--- src/rtl/cpu_pkg.sv ---
// Shared definitions for the accumulator CPU: opcodes, ALU operations,
// sequencer state encodings and default datapath widths.
package cpu_pkg;

  localparam int CPU_PC_W        = 8;
  localparam int CPU_INSTR_W     = 12;
  localparam int CPU_MEM_TIMEOUT = 15;

  localparam logic [3:0] OP_ADD  = 4'h0;
  localparam logic [3:0] OP_ADDI = 4'h1;
  localparam logic [3:0] OP_SUB  = 4'h2;
  localparam logic [3:0] OP_SUBI = 4'h3;
  localparam logic [3:0] OP_OR   = 4'h4;
  localparam logic [3:0] OP_ORI  = 4'h5;
  localparam logic [3:0] OP_AND  = 4'h6;
  localparam logic [3:0] OP_LDA  = 4'h7;
  localparam logic [3:0] OP_STA  = 4'h8;
  localparam logic [3:0] OP_JMP  = 4'h9;
  localparam logic [3:0] OP_ANDI = 4'hA;
  localparam logic [3:0] OP_NOP  = 4'hF;

  localparam logic [2:0] ALU_ADD  = 3'b000;
  localparam logic [2:0] ALU_SUB  = 3'b001;
  localparam logic [2:0] ALU_OR   = 3'b010;
  localparam logic [2:0] ALU_AND  = 3'b011;
  localparam logic [2:0] ALU_PASS = 3'b100;

  typedef enum logic [2:0] {
    SEQ_IDLE    = 3'd0,
    SEQ_FETCH   = 3'd1,
    SEQ_LOAD_IR = 3'd2,
    SEQ_DECODE  = 3'd3,
    SEQ_MEM     = 3'd4,
    SEQ_EXEC    = 3'd5,
    SEQ_FAULT   = 3'd6
  } seq_state_e;

endpackage

--- src/rtl/cpu_sequencer.sv ---
// Fetch/decode/execute sequencer: owns PC and IR, turns control-unit levels into
// single-cycle strobes and a held data-memory request guarded by a timeout.
module cpu_sequencer
  import cpu_pkg::*;
#(
  parameter int PC_W        = CPU_PC_W,
  parameter int INSTR_W     = CPU_INSTR_W,
  parameter int MEM_TIMEOUT = CPU_MEM_TIMEOUT
) (
  input  logic               clk,
  input  logic               rst,
  input  logic               run,
  output logic [PC_W-1:0]    prog_addr,
  input  logic [INSTR_W-1:0] prog_data,
  output logic [3:0]         opcode,
  output logic [PC_W-1:0]    operand,
  input  logic               alu_en,
  input  logic               mem_read,
  input  logic               mem_write,
  input  logic               acc_write,
  input  logic               pc_load,
  input  logic               use_immed,
  output logic               mem_req,
  output logic               mem_we,
  input  logic               mem_ack,
  output logic               acc_we,
  output logic               busy,
  output logic               fault,
  output logic [2:0]         state
);

  localparam int               CNT_W     = $clog2(MEM_TIMEOUT + 1);
  localparam logic [CNT_W-1:0] LAST_WAIT = CNT_W'(MEM_TIMEOUT - 1);

  seq_state_e          state_q, state_d;
  logic [PC_W-1:0]     pc_q, pc_d;
  logic [INSTR_W-1:0]  ir_q, ir_d;
  logic [CNT_W-1:0]    wait_cnt_q, wait_cnt_d;

  seq_state_e          end_state;
  logic                needs_exec;

  // run is only consulted when an instruction retires (and in IDLE).
  assign end_state  = run ? SEQ_FETCH : SEQ_IDLE;
  // Immediate-operand instructions consume their operand in EXEC as well.
  assign needs_exec = acc_write | alu_en | use_immed;

  always_comb begin
    // NOTE: every signal gets a default before the case so no path leaves it unassigned (no latches).
    state_d    = state_q;
    pc_d       = pc_q;
    ir_d       = ir_q;
    wait_cnt_d = wait_cnt_q;
    unique case (state_q)
      SEQ_IDLE:    if (run) state_d = SEQ_FETCH;
      SEQ_FETCH:   state_d = SEQ_LOAD_IR;
      SEQ_LOAD_IR: begin
        ir_d    = prog_data;
        state_d = SEQ_DECODE;
      end
      SEQ_DECODE: begin
        if (pc_load) begin
          pc_d    = operand;
          state_d = end_state;
        end else if (mem_read || mem_write) begin
          wait_cnt_d = '0;
          state_d    = SEQ_MEM;
        end else if (needs_exec) begin
          state_d = SEQ_EXEC;
        end else begin
          pc_d    = pc_q + PC_W'(1);
          state_d = end_state;
        end
      end
      SEQ_MEM: begin
        if (mem_ack) begin
          if (mem_write) begin
            pc_d    = pc_q + PC_W'(1);
            state_d = end_state;
          end else begin
            state_d = SEQ_EXEC;
          end
        end else if (wait_cnt_q == LAST_WAIT) begin
          state_d = SEQ_FAULT;
        end else begin
          wait_cnt_d = wait_cnt_q + CNT_W'(1);
        end
      end
      SEQ_EXEC: begin
        pc_d    = pc_q + PC_W'(1);
        state_d = end_state;
      end
      SEQ_FAULT:   state_d = SEQ_FAULT;
      default:     state_d = SEQ_IDLE;
    endcase
  end

  // NOTE: sequential state uses non-blocking assignments so all flops update together at the edge.
  always_ff @(posedge clk) begin
    if (rst) begin
      state_q    <= SEQ_IDLE;
      pc_q       <= '0;
      ir_q       <= '0;
      wait_cnt_q <= '0;
    end else begin
      state_q    <= state_d;
      pc_q       <= pc_d;
      ir_q       <= ir_d;
      wait_cnt_q <= wait_cnt_d;
    end
  end

  assign prog_addr = pc_q;
  assign opcode    = ir_q[INSTR_W-1 -: 4];
  assign operand   = ir_q[PC_W-1:0];
  assign mem_req   = (state_q == SEQ_MEM);
  assign mem_we    = (state_q == SEQ_MEM) && mem_write;
  assign acc_we    = (state_q == SEQ_EXEC) && acc_write;
  assign busy      = (state_q != SEQ_IDLE) && (state_q != SEQ_FAULT);
  assign fault     = (state_q == SEQ_FAULT);
  assign state     = state_q;

endmodule

--- config.mk ---
export PLATFORM = sky130hd
export DESIGN_NAME = cpu_sequencer
export DESIGN_NICKNAME = d
export VERILOG_FILES = /design/src/rtl/cpu_pkg.sv /design/src/rtl/cpu_sequencer.sv
export SDC_FILE = /design/constraint.sdc
export NUM_CORES = 1
export LEC_CHECK = 0
export ABC_AREA = 0
export ABC_CLOCK_PERIOD_IN_PS = 1900
export BUFFER_PORTS_ARGS = -buffer_cell sky130_fd_sc_hd__buf_2
export CORE_MARGIN = 2
export CORE_UTILIZATION = 50
export DETAILED_ROUTE_END_ITERATION = 16
export PLACE_DENSITY = 0.79
export SYNTH_ARGS = -nofsm -noshare
export SYNTH_HDL_FRONTEND = slang
export SYNTH_SLANG_ARGS = --single-unit
--- constraint.sdc ---
create_clock -name clk -period 1.9 [get_ports clk]
set_input_delay 0.285 -clock clk [delete_from_list [all_inputs] [get_ports clk]]
set_output_delay 0.285 -clock clk [all_outputs]
set_load 0.02 [all_outputs]
==> flow_metrics.env, run 1 <==
export IMPL_status="completed"
export IMPL_powerDensity_mw_per_mm2=596.2
export IMPL_diodes=0
export IMPL_cts_root_buf="clkbuf_4"
export IMPL_cts_buffers=3
export IMPL_synth_nets=196
export IMPL_clockBufferDepth=2
export IMPL_ys_seq_area_share_pct=36.21
export IMPL_multiInputGateArea_um2=877.1
export IMPL_cts_setup_buffers=0
export IMPL_htreeDepth=1
export IMPL_wl_um=3437
export IMPL_ant_nets=0
export IMPL_nets=245
export IMPL_cp_max_fo=7
export IMPL_fill_cells=250
export IMPL_drt_iter0_markers=36
export IMPL_cts_tree="done"
export IMPL_layout_drive_gt1_share_pct=30.14
export IMPL_worst_pin_slew_ps=514.4
export IMPL_insertion_delay_ps=320
export IMPL_max_cap_violations=0
export IMPL_p_comb_share_pct=20.4
export IMPL_async_flop_share_pct=0
export IMPL_register_area_um2=541.8
export IMPL_p_clk_share_pct=23.1
export IMPL_finalClockSkew_ps=3.107
export IMPL_die_w_um=58.64
export IMPL_finalSetupViolCount=0
export IMPL_crit_path_end_kind="flip-flop"
export IMPL_area_delta_synth_final_pct=19.87
export IMPL_sequentialPowerShare_pct=56.5
export IMPL_whs_ps=188.5
export IMPL_grt_max_degree=31
export IMPL_grtUsageTotal_pct=21.35
export IMPL_design_area_mm2=0.001789
export IMPL_final_common_cell="buf_2"
export IMPL_ioPinCount=50
export IMPL_core_area_mm2=0.002805
export IMPL_antenna_found_initial=0
export IMPL_io_buffers=49
export IMPL_synth_top_cell_area_share_pct=36.21
export IMPL_yosys_warnings=0
export IMPL_fmax_ghz=0.5736
export IMPL_met1_usage_pct=28.59
export IMPL_die_area_mm2=0.003439
export IMPL_critPathRequiredTime_ps=2160
export IMPL_gp_congestion=0.8208
export IMPL_cts_clk_slew_worst_paths_ps=140
export IMPL_synthTopCellsByArea="dfxtp_1, mux2i_1, nor2_1, a21oi_1, nand2b_1"
export IMPL_syn_area_per_cell_um2=8.729
export IMPL_placement_cell_area_mm2=0.001762
export IMPL_finalCritPeriodShare_pct=91.76
export IMPL_cp_arrival_ps=2000
export IMPL_critical_path_startpoint_type="flip-flop"
export IMPL_synth_edf_count=0
export IMPL_drt_pass1_iterations=4
export IMPL_swShare_pct=28.56
export IMPL_rows=19
export IMPL_syn_area_mm2=0.001493
export IMPL_maxSlewViolCount=0
export IMPL_viasPerCell=5.708
export IMPL_relSlewSlack_pct=65.71
export IMPL_p_leak_nw=0.7766
export IMPL_post_drt_wl_per_cell_um=13.75
export IMPL_use_met2_pct=34.03
export IMPL_yosysUniqueCellTypes=42
export IMPL_grt_pass1_wl_um=5747
export IMPL_synth_ff_type="dfxtp_1"
export IMPL_start_util_pct=53.21
export IMPL_clock_sinks=27
export IMPL_met3_usage_pct=3.516
export IMPL_p_switching_uw=304.7
export IMPL_ys_ff_latch=27
export IMPL_yosys_area_top_type="dfxtp_1"
export IMPL_mostFrequentLayoutCells="buf_2, dfxtp_1, nor2_1"
export IMPL_grt_pass1_vias=1323
export IMPL_ir_worst_vdd_mv=0.4323
export IMPL_setup_tns_ps=0
export IMPL_hp_class="primary input to flip-flop"
export IMPL_die_h_um=58.64
export IMPL_drc_errors=0
export IMPL_hold_viol_final=0
export IMPL_dp_final_hpwl_um=2619
export IMPL_rsz0062_at_grt="false"
export IMPL_syn_instance_count=171
export IMPL_worstSetupPathType="flip-flop to flip-flop"
export IMPL_overflow=0
export IMPL_internal_power_uw=762.0
export IMPL_grt_busiest_layer="met2"
export IMPL_ctsHoldBuffers=0
export IMPL_via_count=1427
export IMPL_fin_crit_ps=1743
==> through the flow <==
step	total power [mW]	cells	setup slack, ps	utilization (%)
floorplan	0.7611	171	51.36	-
global placement	0.8261	246	252.9	62.80
detailed placement	0.8316	246	184.3	62.80
CTS	1.074	250	34.36	63.74
global route	1.116	250	3.680	63.78
finish	1.067	250	156.6	63.78
==> cell families after synthesis <==
family | after synthesis | synth area share (%)
muxes | 18 | 12.07
adders and majority gates | 3 | 2.515
AOI/OAI and AO/OA | 40 | 20.62
and+or+nand+nor | 68 | 23.55
buffers and inverters | 15 | 5.029
DFF | 27 | 36.21
==> worst max-delay path: stages (launching register included) <==
cell and delay, ps:
dfxtp_1 400, inv_1 80, ha_1 200, a31oi_1 300
a22oi_2 150, or4_1 420, a21oi_1 150
==> power groups by stage <==
| stage | clock network [mW] | logic [mW] | registers, mW |
|---|---|---|---|
| CTS | 0.254 | 0.218 | 0.602 |
| finish | 0.246 | 0.218 | 0.603 |
| global placement | 0 | 0.212 | 0.614 |
| detailed placement | 0 | 0.217 | 0.615 |
| floorplan | 0 | 0.126 | 0.635 |
| global route | 0.272 | 0.239 | 0.605 |
==> sequential cells by signal, summed over array words and instances (netlist names) <==
register,count
ir_q,12
prog_addr,8
wait_cnt_q,4
state,3
==> worst paths after layout <==
kind,cells past startpoint,slack (ps),from,endpoint
worst min register to register,2,500,wait_cnt_q[3]$_SDFFE_PP0P_,wait_cnt_q[3]$_SDFFE_PP0P_
worst max register to register,6,160,wait_cnt_q[0]$_SDFFE_PP0P_,wait_cnt_q[1]$_SDFFE_PP0P_
worst min-delay path,3,190,prog_data[7],ir_q[7]$_SDFFE_PP0N_
worst max-delay path,6,160,wait_cnt_q[0]$_SDFFE_PP0P_,wait_cnt_q[1]$_SDFFE_PP0P_
==> cell type report <==
| cell class | instances | area share, % |
|---|---|---|
| multi-input combinational | 129 | 49.02 |
| sequential | 27 | 30.28 |
| timing repair buffer | 55 | 16.22 |
| tap | 31 | 2.168 |
| clock buffer | 4 | 1.469 |
| inverter | 4 | 0.8392 |
==> routing by layer <==
layer / share of wire, % / up-vias
li1: - / 718
met5: 0 / -
met4: 2.2 / 0
met1: 45 / 656
met3: 5.8 / 8
met2: 47 / 45
==> cell usage after synthesis (3+ instances only) <==
library cell   n
dfxtp_1       27
nor2_1        22
mux2i_1       18
a21oi_1       10
nand2_1       10
nand2b_1       8
nand3_1        7
clkbuf_1       5
o32ai_1        5
a31oi_1        4
inv_1          4
a221oi_1       3
a22oi_1        3
buf_2          3
ha_1           3
nor3_1         3
==> repair_timing <==
action | in CTS | in global routing
resized for setup | 0 | 1
endpoints found under the hold margin | 0 | 0
endpoints found under the setup margin | 0 | 5
(Power assumes the default switching activity.)
==> run 2: changes to the inputs <==
REMOVE_ABC_BUFFERS = 1   (was default)
==> run 2 against run 1 <==
  * Sequential share of layout area decreased by 0.36 points
  * Total power increased by 2.7%
  * Via count increased by 2.7%
  * Critical path depth decreased by 1
  * Maximum frequency decreased by 4.3%
  * Critical path type is now flip-flop to output port
==> flow_metrics.env, run 2 (synthesis results as in run 1) <==
export IMPL_via_count=1466
export IMPL_rows=19
export IMPL_critPathRequiredTime_ps=1620
export IMPL_crit_path_end_kind="output port"
export IMPL_max_cap_violations=0
export IMPL_post_drt_wl_per_cell_um=14.50
export IMPL_diodes=0
export IMPL_design_area_mm2=0.001823
export IMPL_drt_pass1_iterations=4
export IMPL_status="completed"
export IMPL_post_place_ws_ps=136.2
export IMPL_die_h_um=58.64
export IMPL_ant_nets=0
export IMPL_fin_crit_ps=1822
export IMPL_ctsHoldBuffers=0
export IMPL_layout_drive_gt1_share_pct=31.82
export IMPL_setup_ws_ps=78.17
export IMPL_cp_max_fo=8
export IMPL_finalCritPeriodShare_pct=95.89
export IMPL_p_total_mw=1.095
export IMPL_start_util_pct=53.21
export IMPL_fmax_ghz=0.5489
export IMPL_setup_tns_ps=0
export IMPL_placement_cell_area_mm2=0.001769
export IMPL_worst_pin_slew_ps=513.1
export IMPL_hold_viol_final=0
export IMPL_finalClockSkew_ps=6.442
export IMPL_viasPerCell=5.841
export IMPL_wl_um=3640
export IMPL_ioPinCount=50
export IMPL_whs_ps=174.4
export IMPL_top_register="ir_q"
export IMPL_grt_pass1_vias=1349
export IMPL_io_buffers=49
export IMPL_largest_register_ffs=12
export IMPL_critical_path_startpoint_type="flip-flop"
export IMPL_rsz0062_at_grt="false"
export IMPL_utilization_pct=64.99
export IMPL_drc_errors=0
export IMPL_area_delta_synth_final_pct=22.13
export IMPL_mostFrequentLayoutCells="buf_2, dfxtp_1, nor2_1"
export IMPL_cts_tree="done"
export IMPL_insertion_delay_ps=330
export IMPL_dp_final_hpwl_um=2738
export IMPL_grt_pass1_wl_um=6037
export IMPL_hp_class="primary input to flip-flop"
export IMPL_cts_buffers=3
export IMPL_cts_clk_slew_worst_paths_ps=160
export IMPL_die_w_um=58.64
export IMPL_clockBufferDepth=2
export IMPL_clock_sinks=27
export IMPL_ir_worst_vdd_mv=0.4578
export IMPL_core_area_mm2=0.002805
export IMPL_grtUsageTotal_pct=21.95
export IMPL_final_cells=251
export IMPL_antenna_found_initial=0
export IMPL_cp_arrival_ps=1540
export IMPL_worstSetupPathType="flip-flop to output port"
export IMPL_grt_max_degree=31
export IMPL_final_common_cell="buf_2"
export IMPL_overflow=0
export IMPL_finalSetupViolCount=0
export IMPL_relSlewSlack_pct=65.79
export IMPL_htreeDepth=1
export IMPL_maxSlewViolCount=0
export IMPL_cts_setup_buffers=0
export IMPL_powerDensity_mw_per_mm2=600.7
export IMPL_dp_cells=247
export IMPL_die_area_mm2=0.003439
export IMPL_nets=246
export IMPL_drt_iter0_markers=74
export IMPL_gp_congestion=0.8292
export IMPL_p_leak_nw=0.7807
export IMPL_cts_root_buf="clkbuf_4"
[run 2: layout make-up]
cell class / count / area (um2)
fill: 238 / 982.2
multi-input combinational: 129 / 889.6
sequential: 27 / 545.5
timing repair buffer: 56 / 304.0
tap: 31 / 38.79
clock buffer: 3 / 22.52
inverter: 4 / 15.01
clock inverter: 1 / 7.507
[run 2: power by group]
part           leakage (nW)  internal, mW  switching [mW]
Sequential            0.219         0.587          0.0199
Clock                0.0139        0.0804           0.186
Combinational         0.547        0.0965           0.126
[run 2: final timing paths]
check	start	endpoint	slack [ps]	cells past startpoint
worst min-delay path	prog_data[5]	ir_q[5]$_SDFFE_PP0N_	170	3
worst min register to register	wait_cnt_q[0]$_SDFFE_PP0P_	wait_cnt_q[0]$_SDFFE_PP0P_	520	2
worst max-delay path	state[1]$_SDFFE_PP0P_	mem_we	80	5
worst max register to register	wait_cnt_q[0]$_SDFFE_PP0P_	wait_cnt_q[1]$_SDFFE_PP0P_	140	6
[run 2: what timing repair did]
action,4_1_cts,5_1_grt
pin swaps,0,1
setup endpoints to repair,1,3
cloned,0,0
gates resized for setup,1,6
[run 2: critical path, cell delays in order (launching register included)]
cell and delay [ps]:
dfxtp_1 370, buf_4 180, nor3b_4 270, buf_6 140, and2_1 110, buf_4 130
[run 2: routing by layer]
layer  wire (um)  up-vias  track usage, %
met4          17        0           4.870
met5           0        -               0
met3         155        2           3.297
li1            -      722               -
met1        1658      699           30.15
met2        1808       43           36.60
==> run 3: changes to the inputs <==
ABC_CLOCK_PERIOD_IN_PS = 1500   (was 1900)
CORE_UTILIZATION = 47   (was 50)
CTS_BUF_LIST = sky130_fd_sc_hd__clkbuf_4 sky130_fd_sc_hd__clkbuf_8   (was default)
PLACE_DENSITY = 0.76   (was 0.79)
clock period = 1.5 ns   (was 1.9 ns; I/O delays follow)
==> run 3 against run 2 <==
  * The flow now finishes with violations (negative setup slack)
  * Total power up 35%
  * Critical path type unchanged
  * Die area up 5.9%
  * Sequential cell count unchanged
  * Core utilization up 10 points
  * Critical endpoint unchanged
  * Worst hold slack worse by 59 ps
==> flow_metrics.env, run 3 (synthesis results as in run 1) <==
export IMPL_finalCritPeriodShare_pct=108.2
export IMPL_grt_max_degree=25
export IMPL_critPathRequiredTime_ps=1270
export IMPL_die_area_mm2=0.003643
export IMPL_largest_register_ffs=12
export IMPL_finalClockSkew_ps=1.836
export IMPL_hold_viol_final=0
export IMPL_clockBufferDepth=2
export IMPL_crit_path_end_kind="output port"
export IMPL_wl_um=4273
export IMPL_status="complete, but fails checks"
export IMPL_worst_pin_slew_ps=543.7
export IMPL_drc_errors=0
export IMPL_antenna_found_initial=0
export IMPL_hp_class="primary input to flip-flop"
export IMPL_maxSlewViolCount=0
export IMPL_crit_start="state[1]$_SDFFE_PP0P_"
export IMPL_ant_nets=0
export IMPL_cp_max_fo=4
export IMPL_grtUsageTotal_pct=22.18
export IMPL_htreeDepth=1
export IMPL_cts_root_buf="clkbuf_4"
export IMPL_gp_congestion=0.8382
export IMPL_fmax_ghz=0.6163
export IMPL_powerDensity_mw_per_mm2=650.6
export IMPL_layout_drive_gt1_share_pct=50.81
export IMPL_grt_pass1_wl_um=6154
export IMPL_finalSetupViolCount=4
export IMPL_clock_sinks=27
export IMPL_r2r_cells=6
export IMPL_violations="negative setup slack"
export IMPL_critical_path_startpoint_type="flip-flop"
export IMPL_cp_arrival_ps=1400
export IMPL_post_drt_wl_per_cell_um=14.63
export IMPL_diodes=0
export IMPL_dp_final_hpwl_um=2704
export IMPL_cts_tree="done"
export IMPL_r2r_end="wait_cnt_q[1]$_SDFFE_PP0P_"
export IMPL_drt_iter0_markers=111
export IMPL_worstSetupPathType="flip-flop to output port"
export IMPL_relSlewSlack_pct=63.48
export IMPL_nets=274
export IMPL_ir_worst_vdd_mv=0.6504
export IMPL_insertion_delay_ps=330
export IMPL_grt_pass1_vias=1325
export IMPL_cts_buffers=3
export IMPL_mostFrequentLayoutCells="buf_2, buf_4, dfxtp_1"
export IMPL_crit_path_end="mem_we"
export IMPL_rsz0062_at_grt="true"
export IMPL_r2r_setup_slack_ps=-80
export IMPL_cts_clk_slew_worst_paths_ps=150
export IMPL_viasPerCell=5.411
export IMPL_overflow=0
export IMPL_p_leak_nw=0.9619
export IMPL_setup_ws_ps=-122.6
export IMPL_start_util_pct=49.30
export IMPL_rows=20
export IMPL_fin_crit_ps=1623
export IMPL_hp_start="prog_data[6]"
export IMPL_die_h_um=60.36
export IMPL_ioPinCount=50
export IMPL_placement_cell_area_mm2=0.001903
export IMPL_die_w_um=60.36
export IMPL_io_buffers=49
export IMPL_max_cap_violations=0
export IMPL_design_area_mm2=0.002273
export IMPL_reg2reg_from="state[1]$_SDFFE_PP0P_"
export IMPL_area_delta_synth_final_pct=52.31
export IMPL_via_count=1580
export IMPL_p_total_mw=1.479
export IMPL_final_common_cell="buf_2"
export IMPL_setup_tns_ps=-278.2
export IMPL_drt_pass1_iterations=5
export IMPL_ctsHoldBuffers=0
export IMPL_top_register="ir_q"
export IMPL_core_area_mm2=0.003028
==> run 3: timing repair <==
item / in CTS / in global routing
setup endpoints to repair: 7 / 18
resized for setup: 24 / 32
cloned: 0 / 0
pin swaps: 5 / 17
setup buffers: 11 / 4
==> run 3: area by class of cell <==
class | instances | area, um2
clock buffers | 3 | 22.52
clock inverters | 1 | 7.507
fillers | 227 | 754.5
inverters | 4 | 15.01
multi-input cells | 129 | 1036
flip-flops and latches | 27 | 545.5
well taps | 44 | 55.05
repair buffers | 84 | 591.8
==> run 3: worst min-delay path by stage <==
stage,endpoint,depth (start not counted)
2_1_floorplan,wait_cnt_q[0]$_SDFFE_PP0P_,1
5_1_grt,ir_q[6]$_SDFFE_PP0N_,3
3_5_place_dp,ir_q[6]$_SDFFE_PP0N_,3
6_report,ir_q[6]$_SDFFE_PP0N_,3
3_3_place_gp,ir_q[4]$_SDFFE_PP0N_,3
4_1_cts,ir_q[6]$_SDFFE_PP0N_,3
==> run 3: power breakdown <==
group | switching (mW) | internal (mW)
Sequential | 0.0192 | 0.743
Combinational | 0.200 | 0.184
Clock | 0.230 | 0.102
Total | 0.449 | 1.03
==> run 3: through the flow <==
step | setup WS, ps | hold WS (ps) | instances | util (%)
after global placement | 15.60 | 457.3 | 274 | 62.85
after global routing | -181.3 | 107.5 | 292 | 75.08
after detailed placement | -20.55 | 469.0 | 274 | 62.85
after CTS | -105.2 | 112.8 | 289 | 69.71
after floorplan | -367.2 | 294.1 | 160 | -
final | -122.6 | 115.2 | 292 | 75.08
==> run 3: routing by layer <==
metal / global-route usage, % / wire [um]
met2: 35.09 / 2127
met4: 7.619 / 65
met1: 31.75 / 1891
met3: 2.132 / 190
met5: 0 / 0
==> run 3: critical path, stage by stage, from the launching register on <==
cell and delay [ps]:
dfxtp_2 350, buf_6 120, nor3b_4 220, buf_6 140, and2_4 130, buf_6 100
